--- src/rtl/scan_mux.sv ---
// Registered N-to-1 channel multiplexer with a manual select mode and a
// dwell-timed round-robin scan mode; out, ch and new_ch are all registered.
`timescale 1ns/1ps
module scan_mux #(
  parameter int N      = 7,
  parameter int W      = 1,
  parameter int DIV    = 4,
  parameter int SW_SEL = $clog2(N)
) (
  input  logic              clk,
  input  logic              reset,
  input  logic [N*W-1:0]    in,
  input  logic [SW_SEL-1:0] sel,
  input  logic              mode,
  input  logic              hold,
  output logic [W-1:0]      out,
  output logic [SW_SEL-1:0] ch,
  output logic              new_ch
);

  localparam int                CW       = (DIV > 1) ? $clog2(DIV) : 1;
  localparam logic [CW-1:0]     CNT_LAST = CW'(DIV - 1);
  localparam logic [SW_SEL-1:0] CH_LAST  = SW_SEL'(N - 1);
  localparam logic [SW_SEL:0]   N_EXT    = (SW_SEL + 1)'(N);

  typedef enum logic {
    ST_MANUAL = 1'b0,
    ST_SCAN   = 1'b1
  } state_t;

  state_t            r_state;
  logic [CW-1:0]     r_cnt;
  logic [SW_SEL-1:0] r_ch;
  logic [SW_SEL-1:0] r_last_ch;
  logic [W-1:0]      r_out;
  logic              r_new_ch;

  logic              w_sel_ok;
  logic [SW_SEL-1:0] w_sel_ch;
  logic [W-1:0]      w_ch_data;

  // Out-of-range manual selects fall back to channel 0.
  always_comb begin
    w_sel_ok = ({1'b0, sel} < N_EXT);
    if (w_sel_ok) begin
      w_sel_ch = sel;
    end else begin
      w_sel_ch = '0;
    end
  end

  // Channel data mux driven by the registered channel index.
  always_comb begin
    w_ch_data = '0;
    for (int k = 0; k < N; k++) begin
      if (r_ch == SW_SEL'(k)) begin
        w_ch_data = in[k*W +: W];
      end else begin
        w_ch_data = w_ch_data;
      end
    end
  end

  // Mode FSM, dwell sequencer and registered datapath. Dropping mode acts
  // on the very next edge, so a SCAN cycle with mode=0 already loads sel.
  always_ff @(posedge clk or posedge reset) begin
    if (reset) begin
      r_state   <= ST_MANUAL;
      r_cnt     <= '0;
      r_ch      <= '0;
      r_last_ch <= '0;
      r_out     <= '0;
      r_new_ch  <= 1'b0;
    end else begin
      r_state   <= mode ? ST_SCAN : ST_MANUAL;
      r_out     <= w_ch_data;
      r_last_ch <= r_ch;
      r_new_ch  <= (r_ch != r_last_ch);
      case (r_state)
        ST_SCAN: begin
          if (!mode) begin
            r_ch  <= w_sel_ch;
            r_cnt <= '0;
          end else if (hold) begin
            r_ch  <= r_ch;
            r_cnt <= r_cnt;
          end else if (r_cnt == CNT_LAST) begin
            r_cnt <= '0;
            r_ch  <= (r_ch == CH_LAST) ? '0 : r_ch + SW_SEL'(1);
          end else begin
            r_cnt <= r_cnt + CW'(1);
          end
        end
        ST_MANUAL: begin
          r_ch  <= w_sel_ch;
          r_cnt <= '0;
        end
        default: begin
          r_ch  <= '0;
          r_cnt <= '0;
        end
      endcase
    end
  end

  assign out    = r_out;
  assign ch     = r_ch;
  assign new_ch = r_new_ch;

endmodule

--- config.mk ---
export PLATFORM = sky130hd
export DESIGN_NAME = scan_mux
export DESIGN_NICKNAME = d
export VERILOG_FILES = /design/src/rtl/scan_mux.sv
export SDC_FILE = /design/constraint.sdc
export NUM_CORES = 1
export LEC_CHECK = 0
export ABC_AREA = 1
export BUFFER_PORTS_ARGS = -buffer_cell sky130_fd_sc_hd__buf_2
export CORE_MARGIN = 3
export CORE_UTILIZATION = 46
export CTS_BUF_LIST = sky130_fd_sc_hd__clkbuf_2
export CTS_CLUSTER_DIAMETER = 150
export DETAILED_ROUTE_END_ITERATION = 10
export GPL_TIMING_DRIVEN = 0
export PLACE_DENSITY = 0.84
export SETUP_SLACK_MARGIN = 0.15
export SLEW_MARGIN = 40
export SYNTH_ARGS = -nofsm -noshare
export SYNTH_HDL_FRONTEND = slang
export SYNTH_SLANG_ARGS = --single-unit
export TNS_END_PERCENT = 20
--- constraint.sdc ---
create_clock -name clk -period 1.4 [get_ports clk]
set_clock_uncertainty 0.15 [all_clocks]
set_input_delay 0.21 -clock clk [delete_from_list [all_inputs] [get_ports clk]]
set_output_delay 0.21 -clock clk [all_outputs]
set_load 0.01 [all_outputs]
### Word level (Yosys, flattened, before mapping)

Cells that the tools add are included.

| storage, ports and cells | value |
|---|---|
| bits in registers | 11 |
| word-level logic and storage cells | 40 |
| output and inout bits | 5 |

| operators by class | value |
|---|---|
| reductions and logical operators | 2 |
| equality and inequality tests | 10 |
| bitwise operators | 1 |
| add/subtract/negate cells | 2 |
| multiplexer cells | 18 |
| order comparisons | 1 |

Operator list:

| operator | count |
|---|---|
| $mux W3 | 5 |
| $eq A3 B3 Y1 const B | 3 |
| $mux W1 | 8 |
| $eq A3 B2 Y1 const B | 2 |
| $mux W2 | 3 |
| $pmux W3 S2 | 1 |
| $pmux W2 S2 | 1 |
| $add A3 B1 Y3 const B | 1 |
| $eq A3 B1 Y1 const B | 1 |
| $logic_not A3 Y1 | 1 |
| $lt A3 B3 Y1 const B | 1 |
| $ne A3 B2 Y1 const B | 1 |
| $ne A3 B3 Y1 | 1 |
| $ne A3 B3 Y1 const B | 1 |
| $add A2 B1 Y2 const B | 1 |
| $eq A2 B2 Y1 const B | 1 |
| $reduce_and A2 Y1 | 1 |
| $not A1 Y1 | 1 |

### Depth between registers and ports, before layout

Gate-level depths: netlist of the first run.

| logic depth | value |
|---|---|
| depth in word-level cells | 8 |
| gate-level depth with buffers | 10 |
| depth with buffers taken out | 9 |

### Worst setup path after synthesis of the first run

OpenSTA, ideal clock, no wires.

| path | value |
|---|---|
| kind | register to register |
| start | register r_ch[0], in the netlist ch[0] |
| end | register r_out, in the netlist out |
| setup time | 0.119 ns |
| cell stages (with the launch flop) | 11 |
| setup slack | -0.034 ns |
| data required time | 1.131 ns |
| clock period less this slack | 1.434 ns |
| arrival | 1.165 ns |
| buffers on the path | 1 |
| cells stage by stage | dfrtp_1 > buf_6 > nand2_1 > inv_1 > ha_1 > nand2_1 > inv_2 > nand2_1 > o21ai_1 > nor2_1 > nand2_1 |

| between the ends | value |
|---|---|
| longest elaborated chain between the ends | 8 |
| elaborated cells on any way between the ends | 14 |

RTL lines:

| item | line | RTL |
|---|---|---|
| start, declared | 33 | `logic [SW_SEL-1:0] r_ch;` |
| start signal, assigned | 82 | `r_ch <= w_sel_ch;` |
| start signal, assigned | 85 | `r_ch <= r_ch;` |
| start signal, assigned | 89 | `r_ch <= (r_ch == CH_LAST) ? '0 : r_ch + SW_SEL'(1);` |
| $logic_not A3 Y1 | 56 | `if (r_ch == SW_SEL'(k)) begin` |
| $mux W1 (6 in series) | 56 |  |
| $mux W1 (*) | 56 |  |
| named net w_ch_data | 40 | `logic [W-1:0] w_ch_data;` |
| end signal, assigned | 76 | `r_out <= w_ch_data;` |
| end, declared | 35 | `logic [W-1:0] r_out;` |

The timed path passes the listed nets; every way through them passes the cells marked *.
A chain may end at the register's enable or synchronous reset.

### Final worst setup path of the first run

Ends and elaborated chain as after synthesis.

==> results.sh, run 1 <==
export IMPL_clock_latency_ns=0.26
export IMPL_drt_total_wl_um=1180
export IMPL_route_antenna_remaining_nets=0
export IMPL_grt_max_degree=12
export IMPL_antenna_found_initial=0
export IMPL_design_area_um2=842
export IMPL_arrival_ns=1.36
export IMPL_cap_violations=0
export IMPL_wire_per_inst_um=9.69
export IMPL_cts_num_sinks=11
export IMPL_diodes=0
export IMPL_final_nets=125
export IMPL_die_h_um=43.1
export IMPL_yosysWarnings=0
export IMPL_first_pass_iters=4
export IMPL_pwr_density_cell_nw_per_um2=957
export IMPL_power_total_mw=0.806
export IMPL_io_pins=19
export IMPL_synth_area_leaders="dfrtp_1, nand2_1, nand3_1"
export IMPL_rows=12
export IMPL_ys_types=18
export IMPL_grt_pass1_vias=553
export IMPL_synth_top_area_cell="dfrtp_1"
export IMPL_dpl_hpwl_um=879
export IMPL_cts_clk_slew_worst_paths_ns=0.11
export IMPL_synth_seq_cells=11
export IMPL_drc=0
export IMPL_hold_viol_final=0
export IMPL_worstSetupPathType="reg2reg"
export IMPL_crit_path_end_kind="register"
export IMPL_routabilityCongestion=0.755
export IMPL_grt_overflow=0
export IMPL_final_cells=122
export IMPL_core_um2=1200
export IMPL_fin_crit_ns=1.34
export IMPL_h_tree_depth=1
export IMPL_synth_cells=81
export IMPL_holdWs_ns=0.0709
export IMPL_maxSlewHeadroom=0.737
export IMPL_cts_tree="built"
export IMPL_worst_pin_slew_ns=0.395
export IMPL_crit_path_max_fanout=2
export IMPL_dp_cells=113
export IMPL_period_share=0.960
export IMPL_dieArea_um2=1860
export IMPL_drtIter0Drc=12
export IMPL_setup_tns_ns=0
export IMPL_root_buffer="clkbuf_2"
export IMPL_rsz0062_at_grt="yes"
export IMPL_hp_class="in2reg"
export IMPL_ir_drop_v=0.00101
export IMPL_drive_above_1_share=0.398
export IMPL_setup_violations=0
export IMPL_area_growth_pct=33.0
export IMPL_place_area_um2=763
export IMPL_clockBufferDepth=2
export IMPL_required_ns=1.41
export IMPL_crit_path_start_kind="register"
export IMPL_initial_utilization=0.527
export IMPL_max_freq_mhz=744
export IMPL_ys_seq_area_frac=0.435
export IMPL_port_buffers=18
export IMPL_postSynthAreaPerCell_um2=7.82
export IMPL_drv_slew=0
export IMPL_die_w_um=43.1
export IMPL_cts_inserted_buffers=3
export IMPL_grt_first_pass_wirelength_um=2240
export IMPL_leakage_nw=0.474
export IMPL_vias=583
export IMPL_via_per_inst=4.78
export IMPL_grtUsageTotal=0.162
export IMPL_syn_num_nets=97
export IMPL_synth_top_area_frac=0.435
export IMPL_status="completed"
export IMPL_synthesis_area_um2=633
## worst max-delay path, stage by stage, from the launching register on
cell and delay, ns:
dfrtp_1 0.41, buf_6 0.13, nand2_4 0.05, inv_2 0.04, ha_4 0.15, nand2_2 0.05
inv_2 0.03, nand2_1 0.05, o21ai_1 0.06, nor2_1 0.08, nand2_1 0.05
## stage by stage
step           setup slack (ns)   util
3_5_place_dp           -0.00459  0.635
5_1_grt                 -0.0418  0.701
2_1_floorplan            0.0284      -
4_1_cts                  0.0702  0.689
6_report                 0.0563  0.701
3_3_place_gp           -0.00225  0.635
## routing by layer
layer  vias up  track usage  wire length [um]
li1        301            -                 -
met1       263        0.188               516
met2        17        0.260               568
met3         2       0.0763                90
met4         0       0.0542                 7
met5         -            0                 0
## flip-flops by register name, indices dropped and copies added, names as in the netlist
name / cells
r_last_ch: 3
r_cnt: 2
r_state: 1
new_ch: 1
ch: 3
out: 1
## final timing paths
path,from,endpoint,slack [ns],cells past startpoint
max,ch[0],out,0.06,10
min,sel[1],ch[1],0.07,3
max reg2reg,ch[0],out,0.06,10
min reg2reg,ch[2],r_last_ch[2],0.27,0
max in group asynchronous,reset,ch[1],0.49,3
min in group asynchronous,reset,r_last_ch[0],0.31,3
## cells in the mapped netlist
cell type,number
nand2_1,21
inv_1,12
dfrtp_1,11
nand3_1,10
nor2_1,5
inv_2,3
nand2_2,3
xnor2_1,3
a21oi_1,2
ha_1,2
o21ai_1,2
buf_6,1
buf_8,1
inv_4,1
nand3_2,1
nand4_1,1
nor2_2,1
xor2_1,1
## repair_timing
item | CTS | global route
cloned | 0 | 0
hold endpoints to repair | 12 | 0
setup endpoints to repair | 3 | 6
buffers inserted | 3 | 0
resized for setup | 1 | 3
hold buffers | 2 | 0
pin swaps | 1 | 3
## cells in the final DEF (no fill, tap or decap), types with 3 or more instances in the layout
| master | synthesis | final |
|---|---|---|
| buf_2 | 0 | 17 |
| clkbuf_2 | 0 | 4 |
| nor2_1 | 5 | 5 |
| buf_4 | 0 | 3 |
| xnor2_1 | 3 | 3 |
| nand2_2 | 3 | 4 |
| inv_2 | 3 | 4 |
| nand3_1 | 10 | 9 |
| nand2_1 | 21 | 19 |
| dfrtp_1 | 11 | 10 |
| inv_1 | 12 | 11 |
## where the power goes
part | switching, mW | internal (mW) | total, mW
logic | 0.132 | 0.124 | 0.255
registers | 0.0200 | 0.353 | 0.373
clock network | 0.102 | 0.0759 | 0.178
## area by class of cell
type                       count  area, um^2
fill                          98         359
multi-input combinational     52         300
sequential                    11         277
timing repair buffer          23         139
inverter                      16        62.6
buffer                         2        26.3
clock buffer                   4        20.0
tap                           14        17.5
## cell families after synthesis
group | share of synthesized area
and+or+nand+nor | 0.298
buffers and inverters | 0.140
DFF | 0.435
AOI/OAI and AO/OA | 0.0316
xor gates and xnor gates | 0.0553
adders and majority gates | 0.0395
No activity file was read; power rests on OpenSTA's default activity.
==> run 2, diff against run 1 <==
Clock period 1.4 ns to 1.1 ns, I/O delays scaled along.
==> results.sh, run 2 (synthesis gave the netlist of run 1 again) <==
export IMPL_status="complete, but fails checks"
export IMPL_violations="setup timing"
export IMPL_diodes=0
export IMPL_path_cells="buf_6 > nand2_4 > inv_2 > ha_4 > nand2_2 > inv_2 > nand2_1 > o21ai_1 > nor2_1 > nand2_1"
export IMPL_die_h_um=43.1
export IMPL_met1_usage=0.191
export IMPL_leakage_nw=0.479
export IMPL_final_common_cell="nand2_1"
export IMPL_maxSlewHeadroom=0.845
export IMPL_arrival_ns=1.35
export IMPL_grt_util_met2=0.260
export IMPL_dp_cells=113
export IMPL_top_usage_layer="met2"
export IMPL_r2r_start="ch[0]"
export IMPL_drv_slew=0
export IMPL_power_frac_seq=0.456
export IMPL_fin_crit_ns=1.34
export IMPL_first_pass_iters=3
export IMPL_worstSetupPathType="reg2reg"
export IMPL_wire_per_inst_um=9.70
export IMPL_max_freq_mhz=749
export IMPL_fin_ws_ns=-0.236
export IMPL_h_tree_depth=1
export IMPL_p_int_mw=0.718
export IMPL_crit_path_end_kind="register"
export IMPL_drive_above_1_share=0.427
export IMPL_io_pins=19
export IMPL_hold_viol_final=0
export IMPL_routabilityCongestion=0.755
export IMPL_core_um2=1200
export IMPL_r2r_end="out"
export IMPL_dieArea_um2=1860
export IMPL_cts_tree="built"
export IMPL_cts_num_sinks=11
export IMPL_grt_first_pass_wirelength_um=2250
export IMPL_r2r_slack_ns=-0.24
export IMPL_fillCellCount=96
export IMPL_hp_class="in2reg"
export IMPL_cp_endpoint="out"
export IMPL_cp_slowest_stage_delay_ns=0.40
export IMPL_setup_tns_ns=-1.06
export IMPL_crit_path_start="ch[0]"
export IMPL_place_area_um2=763
export IMPL_port_buffers=18
export IMPL_cap_violations=0
export IMPL_pwr_share_comb=0.327
export IMPL_via_per_inst=4.71
export IMPL_required_ns=1.11
export IMPL_pwr_density_cell_nw_per_um2=1210
export IMPL_drt_total_wl_um=1200
export IMPL_use_met3=0.0763
export IMPL_cts_inserted_buffers=3
export IMPL_setup_violations=8
export IMPL_power_frac_clock=0.217
export IMPL_rsz0062_at_grt="yes"
export IMPL_design_area_um2=863
export IMPL_p_sw_mw=0.326
export IMPL_final_cells=124
export IMPL_final_nets=127
export IMPL_route_antenna_remaining_nets=0
export IMPL_rows=12
export IMPL_period_share=1.21
export IMPL_ir_drop_v=0.00129
export IMPL_mostFrequentLayoutCells="nand2_1, buf_2, nand3_1, dfrtp_1, inv_1"
export IMPL_crit_path_max_fanout=2
export IMPL_grt_overflow=0
export IMPL_dpl_hpwl_um=879
export IMPL_cts_clk_slew_worst_paths_ns=0.11
export IMPL_power_total_mw=1.04
export IMPL_r2r_cells=10
export IMPL_place_ws_ns=-0.305
export IMPL_slowest_stage="dfrtp_1"
export IMPL_initial_utilization=0.527
export IMPL_worst_pin_slew_ns=0.231
export IMPL_swShare=0.312
export IMPL_clockBufferDepth=2
export IMPL_drtIter0Drc=9
export IMPL_drc=0
export IMPL_worstHoldStart="sel[1]"
export IMPL_grtUsageTotal=0.163
export IMPL_root_buffer="clkbuf_2"
export IMPL_grt_pass1_vias=553
export IMPL_grt_max_degree=12
export IMPL_area_growth_pct=36.4
export IMPL_clock_latency_ns=0.26
export IMPL_vias=584
export IMPL_antenna_found_initial=0
export IMPL_die_w_um=43.1
export IMPL_crit_path_start_kind="register"
## run 2: cell count changes in the layout (fill, tap and decap cells not counted), sizes merged
cell / previous run / this run
buf: 23 / 25
inv: 16 / 15
clkinvlp: 0 / 1
## run 2: worst min path at each step
stage / end / slack, ns / cells past startpoint
finish: ch[1] / 0.03 / 3
global route: ch[1] / 0.02 / 3
CTS: ch[1] / 0.02 / 3
detailed placement: new_ch / 0.02 / 2
global placement: new_ch / 0.01 / 2
floorplan: ch[0] / -0.13 / 1
## run 2: power groups by stage
stage	clock network [mW]	logic, mW	registers, mW
final	0.226	0.341	0.476
after global routing	0.259	0.386	0.481
after CTS	0.236	0.339	0.476
after detailed placement	0	0.284	0.488
after global placement	0	0.279	0.485
after floorplan	0	0.186	0.499
## run 2: critical path, delay by kind of cell (launching register included)
kind | cells | cell delay (ns)
DFF | 1 | 0.40
buffers and inverters | 3 | 0.20
adders and majority gates | 1 | 0.15
and+or+nand+nor | 5 | 0.28
AOI/OAI and AO/OA | 1 | 0.06
## run 2: cell type report
| class | instances | area, um^2 | share of cell area |
|---|---|---|---|
| well taps | 14 | 17.5 | 0.0203 |
| clock buffers | 4 | 20.0 | 0.0232 |
| inverters | 16 | 66.3 | 0.0768 |
| multi-input cells | 52 | 303 | 0.351 |
| repair buffers | 25 | 154 | 0.178 |
| flip-flops and latches | 11 | 277 | 0.320 |
| plain buffers | 2 | 26.3 | 0.0304 |
## run 2: stage by stage
| step | hold slack (ns) | utilization |
|---|---|---|
| 3_3_place_gp | 0.00968 | 0.635 |
| 4_1_cts | 0.0176 | 0.706 |
| 5_1_grt | 0.0175 | 0.719 |
| 3_5_place_dp | 0.0178 | 0.635 |
| 6_report | 0.0288 | 0.719 |
| 2_1_floorplan | -0.133 | - |
## run 2: layer usage
layer	wire, um	vias up
li1	-	307
met1	539	260
met2	570	15
met3	86	2
met4	7	0
met5	0	-
## run 2: what timing repair did
item | in CTS | in global routing
gates cloned | 0 | 0
buffers inserted | 4 | 1
gates resized for setup | 4 | 2
pin swaps | 3 | 3
hold endpoints to repair | 12 | 0
setup endpoints to repair | 11 | 17
hold buffers | 2 | 0
